[src/rtl/led_alarm_ctrl.sv]
// led_alarm_ctrl: alarm LED driver with standby, four latched alarm patterns and an acknowledged state.
//   clk          system clock
//   rst_n        asynchronous active-low reset
//   alarm_in     alarm request level
//   ack          one-cycle acknowledge pulse
//   clear        one-cycle clear pulse
//   mode         alarm pattern select (0 slow, 1 fast, 2 alternating, 3 chase)
//   LEDR         registered LED drive, 1 = lit
//   alarm_active registered, high in ALARM or ACKED
//   acked        registered, high in ACKED
module led_alarm_ctrl #(
  parameter int N_LED   = 12,
  parameter int CLK_HZ  = 50_000_000,
  parameter int SLOW_HZ = 1,
  parameter int FAST_HZ = 4
) (
  input  logic             clk,
  input  logic             rst_n,
  input  logic             alarm_in,
  input  logic             ack,
  input  logic             clear,
  input  logic [1:0]       mode,
  output logic [N_LED-1:0] LEDR,
  output logic             alarm_active,
  output logic             acked
);
  localparam int SLOW_HALF = CLK_HZ / (2 * SLOW_HZ);
  localparam int FAST_HALF = CLK_HZ / (2 * FAST_HZ);
  localparam int SW = $clog2(SLOW_HALF + 1);
  localparam int FW = $clog2(FAST_HALF + 1);
  typedef enum logic [1:0] {IDLE, ALARM, ACKED} state_t;
  state_t state, nxt;
  logic [SW-1:0] slow_cnt;
  logic [FW-1:0] fast_cnt;
  logic slow_ph, fast_ph, alarm_prev, rise, slow_wrap, fast_wrap, enter;
  logic [N_LED-1:0] chase, alt, led_nxt;
  assign rise      = alarm_in & ~alarm_prev;
  assign slow_wrap = slow_cnt == SW'(SLOW_HALF - 1);
  assign fast_wrap = fast_cnt == FW'(FAST_HALF - 1);
  // rising alarm wins over clear in ACKED; clear only drops to IDLE once the alarm is gone
  assign nxt = state == IDLE  ? (alarm_in ? ALARM : IDLE) :
               state == ALARM ? (ack ? ACKED : ALARM) :
               rise ? ALARM : (clear & ~alarm_in) ? IDLE : ACKED;
  assign enter = nxt == ALARM && state != ALARM;
  always_comb begin
    alt = '0;
    for (int i = 0; i < N_LED; i++) alt[i] = (i % 2 == 0) ? slow_ph : ~slow_ph;
  end
  assign led_nxt = state == IDLE  ? '1 :
                   state == ACKED ? {{(N_LED-1){1'b0}}, slow_ph} :
                   mode == 2'd0   ? {N_LED{slow_ph}} :
                   mode == 2'd1   ? {N_LED{fast_ph}} :
                   mode == 2'd2   ? alt : chase;
  always_ff @(posedge clk or negedge rst_n) begin
    if (!rst_n) begin
      state        <= IDLE;
      LEDR         <= '0;
      alarm_active <= 1'b0;
      acked        <= 1'b0;
      slow_cnt     <= '0;
      fast_cnt     <= '0;
      slow_ph      <= 1'b1;
      fast_ph      <= 1'b1;
      chase        <= N_LED'(1);
      alarm_prev   <= 1'b0;
    end else begin
      state        <= nxt;
      alarm_prev   <= alarm_in;
      LEDR         <= led_nxt;
      alarm_active <= state != IDLE;
      acked        <= state == ACKED;
      if (enter) begin
        slow_cnt <= '0;
        fast_cnt <= '0;
        slow_ph  <= 1'b1;
        fast_ph  <= 1'b1;
        chase    <= N_LED'(1);
      end else if (state == IDLE) begin
        slow_cnt <= '0;
        fast_cnt <= '0;
      end else begin
        slow_cnt <= slow_wrap ? '0 : slow_cnt + SW'(1);
        fast_cnt <= fast_wrap ? '0 : fast_cnt + FW'(1);
        slow_ph  <= slow_ph ^ slow_wrap;
        fast_ph  <= fast_ph ^ fast_wrap;
        chase    <= fast_wrap ? {chase[N_LED-2:0], chase[N_LED-1]} : chase;
      end
    end
  end
endmodule

[config.mk]
export PLATFORM = sky130hd
export DESIGN_NAME = led_alarm_ctrl
export DESIGN_NICKNAME = d
export VERILOG_FILES = /design/src/rtl/led_alarm_ctrl.sv
export SDC_FILE = /design/constraint.sdc
export NUM_CORES = 1
export LEC_CHECK = 0
export CAP_MARGIN = 20
export CORE_MARGIN = 3
export CORE_UTILIZATION = 24
export CTS_CLUSTER_DIAMETER = 50
export DETAILED_ROUTE_END_ITERATION = 12
export PLACE_DENSITY = 0.38
export SLEW_MARGIN = 20
export SYNTH_ARGS = -nofsm -noshare
export SYNTH_HDL_FRONTEND = slang
export SYNTH_SLANG_ARGS = --single-unit
[constraint.sdc]
create_clock -name clk -period 2 [get_ports clk]
set_input_delay 0.5 -clock clk [delete_from_list [all_inputs] [get_ports clk]]
set_output_delay 0.5 -clock clk [all_outputs]
set_load 0.005 [all_outputs]
==> flow_metrics.tcl <==
set metrics [dict create \
    finalSetupViolCount 0 \
    grt_max_degree 34 \
    syn_nets 413 \
    yosysWarningCount 0 \
    hold_viol_final 0 \
    final_cells 668 \
    area_growth_pct 26.3 \
    syn_avg_cell_area_um2 9.59 \
    cp_slowest_cell "or4_4" \
    cp.arrival_ns 2.15 \
    ff_latch_area_mm2 0.00198 \
    multi_input_area_mm2 0.00179 \
    critPathMaxStageDelay_ns 0.58 \
    end_kind "flip-flop" \
    ir_worst_vdd_v 0.000605 \
    drt_iter0_drc 139 \
    synth_edf_count 0 \
    firstDrtPassIters 4 \
    grt_first_pass_wirelength_um 15400 \
    hpwl_um 6470 \
    fillers 1609 \
    drv_cap 0 \
    tightest_slew_ns 0.489 \
    r2r_cells 4 \
    synth.distinct_cells 43 \
    core_area_mm2 0.0155 \
    powerDensity_mw_per_mm2 990 \
    skew_ns 0.00985 \
    worstPathRequired_ns 2.27 \
    layout_common_cells "76 x dfrtp_1, 48 x nor2_1, 34 x buf_4" \
    final_core_util_pct 31.6 \
    clk_path_buf_depth 2 \
    die_width_um 133 \
    wl_per_cell_um 13.6 \
    leakagePower_nw 1.93 \
    path_clk_slew_ns 0.07 \
    diodes 0 \
    drive_above_1_share_pct 14.4 \
    row_count 45 \
    synth_cells 404 \
    gr-total-overflow 0 \
    crit_type "reg -> reg" \
    syn_area_mm2 0.00387 \
    wirelength_um 9110 \
    hold_path.class "in -> async" \
    routed_via_density 4.66 \
    post-route-period-util_pct 94.1 \
    cts_tree "done" \
    final_common_cell "dfrtp_1" \
    rsz0062_at_grt "no" \
    start_kind "flip-flop" \
    drc_errors 0 \
    die_area_mm2 0.0177 \
    clkSinkCount 79 \
    slew_headroom_pct 67.4 \
    maxSlewViolCount 0 \
    synth_seq_area_share_pct 51.1 \
    status "finished clean" \
    synth-seq-cells 79 \
    cts_made_buffers 9 \
    placedCellCount 652 \
    crit_chain "nand4_1 -> or4_4 -> or4_1 -> a21oi_1" \
    initial_core_util_pct 25.0 \
    period_needed_ns 1.88 \
    path_max_fanout 6 \
    io_pins 21 \
    finalSetupTns_ns 0 \
    synthFlopType "dfrtp_1" \
    postRouteAntennaNets 0 \
    fin_total_pwr_w 0.00485 \
    async_flop_share_pct 100 \
    vias 3115 \
    port_buffers 20 \
    clock_latency_ns 0.34 \
    cts_root_buf "clkbuf_16" \
    fmax_mhz 531 \
    antenna_found_initial 0 \
    grt_usage_pct 10.8 \
    place_congestion 0.702 \
    nNetsFinal 461 \
    die_h_um 133 \
    grt_pass1_vias 3023 \
    htreeDepth 3 \
]
## kinds of logic (layout without fill, tap and decap cells)
kind of cell,after synthesis,after routing,share of synthesized area [%]
and+or+nand+nor,177,177,24.4
buffers and inverters,30,83,3.26
xor gates and xnor gates,22,22,4.97
adders and majority gates,2,2,0.646
AOI/OAI and AO/OA,82,82,12.5
DFF,79,79,51.1
muxes,12,12,3.10
## state kept, by name, summed over array words and instances, names as in the netlist
| signal | flops |
|---|---|
| slow_cnt | 25 |
| fast_cnt | 23 |
| LEDR | 12 |
| chase | 12 |
| state | 2 |
| acked | 1 |
| alarm_active | 1 |
| alarm_prev | 1 |
| fast_ph | 1 |
| slow_ph | 1 |
## Yosys cell counts (all sizes together), types with 2 or more instances
library cell	count	area (µm²)
nor2	48	180
and2	3	18.8
a21oi	23	115
inv	10	37.5
nor3	5	25.0
o21ai	30	150
o31ai	11	82.6
nand4	17	106
clkbuf	15	57.6
nand3b	2	15.0
nand3	17	95.1
xnor2	10	87.6
xor2	12	105
ha	2	25.0
nor4	4	25.0
or4	12	93.8
nor4bb	2	20.0
o21a	11	82.6
mux2i	12	120
dfrtp	76	1900
o41ai	2	17.5
and3	7	43.8
nand2	33	124
nand2b	2	12.5
buf	5	31.3
dfstp	3	78.8
or3	11	68.8
nor2b	2	12.5
and4	7	62.6
nand4b	3	26.3
## cell type report
type | count | share of cell area, %
clock buffer | 9 | 4.60
clock inverter | 7 | 1.64
inverter | 10 | 0.767
multi-input combinational | 295 | 36.6
sequential | 79 | 40.5
tap | 211 | 5.40
timing repair buffer | 57 | 10.6
## worst max-delay path, delay by kind of cell (launching register included)
kind / cells / cell delay, ns
AO/OA/AOI/OAI: 1 / 0.15
flip-flops: 1 / 0.45
AND/OR/NAND/NOR: 3 / 1.22
## where the power goes
| group | switching (W) | internal [W] | total, W |
|---|---|---|---|
| sequential | 0.000115 | 0.00181 | 0.00192 |
| clock | 0.000717 | 0.000980 | 0.00170 |
| combinational | 0.000641 | 0.000586 | 0.00123 |
## worst paths after layout
| check | slack (ns) | to | start |
|---|---|---|---|
| min in group clk | 0.48 | fast_cnt[0] | fast_cnt[0] |
| min reg2reg | 0.48 | fast_cnt[0] | fast_cnt[0] |
| max | 0.12 | fast_cnt[22] | fast_cnt[6] |
| max reg2reg | 0.12 | fast_cnt[22] | fast_cnt[6] |
| max in group asynchronous | 1.28 | fast_ph | rst_n |
| min | 0.12 | fast_cnt[12] | rst_n |
## metal layers
metal	global-route usage, %	routed length [µm]	share of wire (%)
met1	15.1	4650	51
met2	15.9	3990	44
met3	2.28	306	3.4
met4	4.68	174	1.9
met5	0	0	0
## through the flow
step	area [µm²]	hold slack [ns]	setup slack, ns
final	4890	0.123	0.117
after global routing	4890	0.151	0.0167
after CTS	4870	0.137	0.0370
after global placement	4570	0.467	0.0778
after floorplan	3870	0.204	0.0603
after detailed placement	4570	0.475	0.0440
## repair_timing
| action | CTS | global route |
|---|---|---|
| setup endpoints to repair | 0 | 14 |
| gates resized for setup | 0 | 4 |
| buffers inserted | 0 | 0 |
| hold buffers | 0 | 0 |
(Power assumes the default switching activity.)
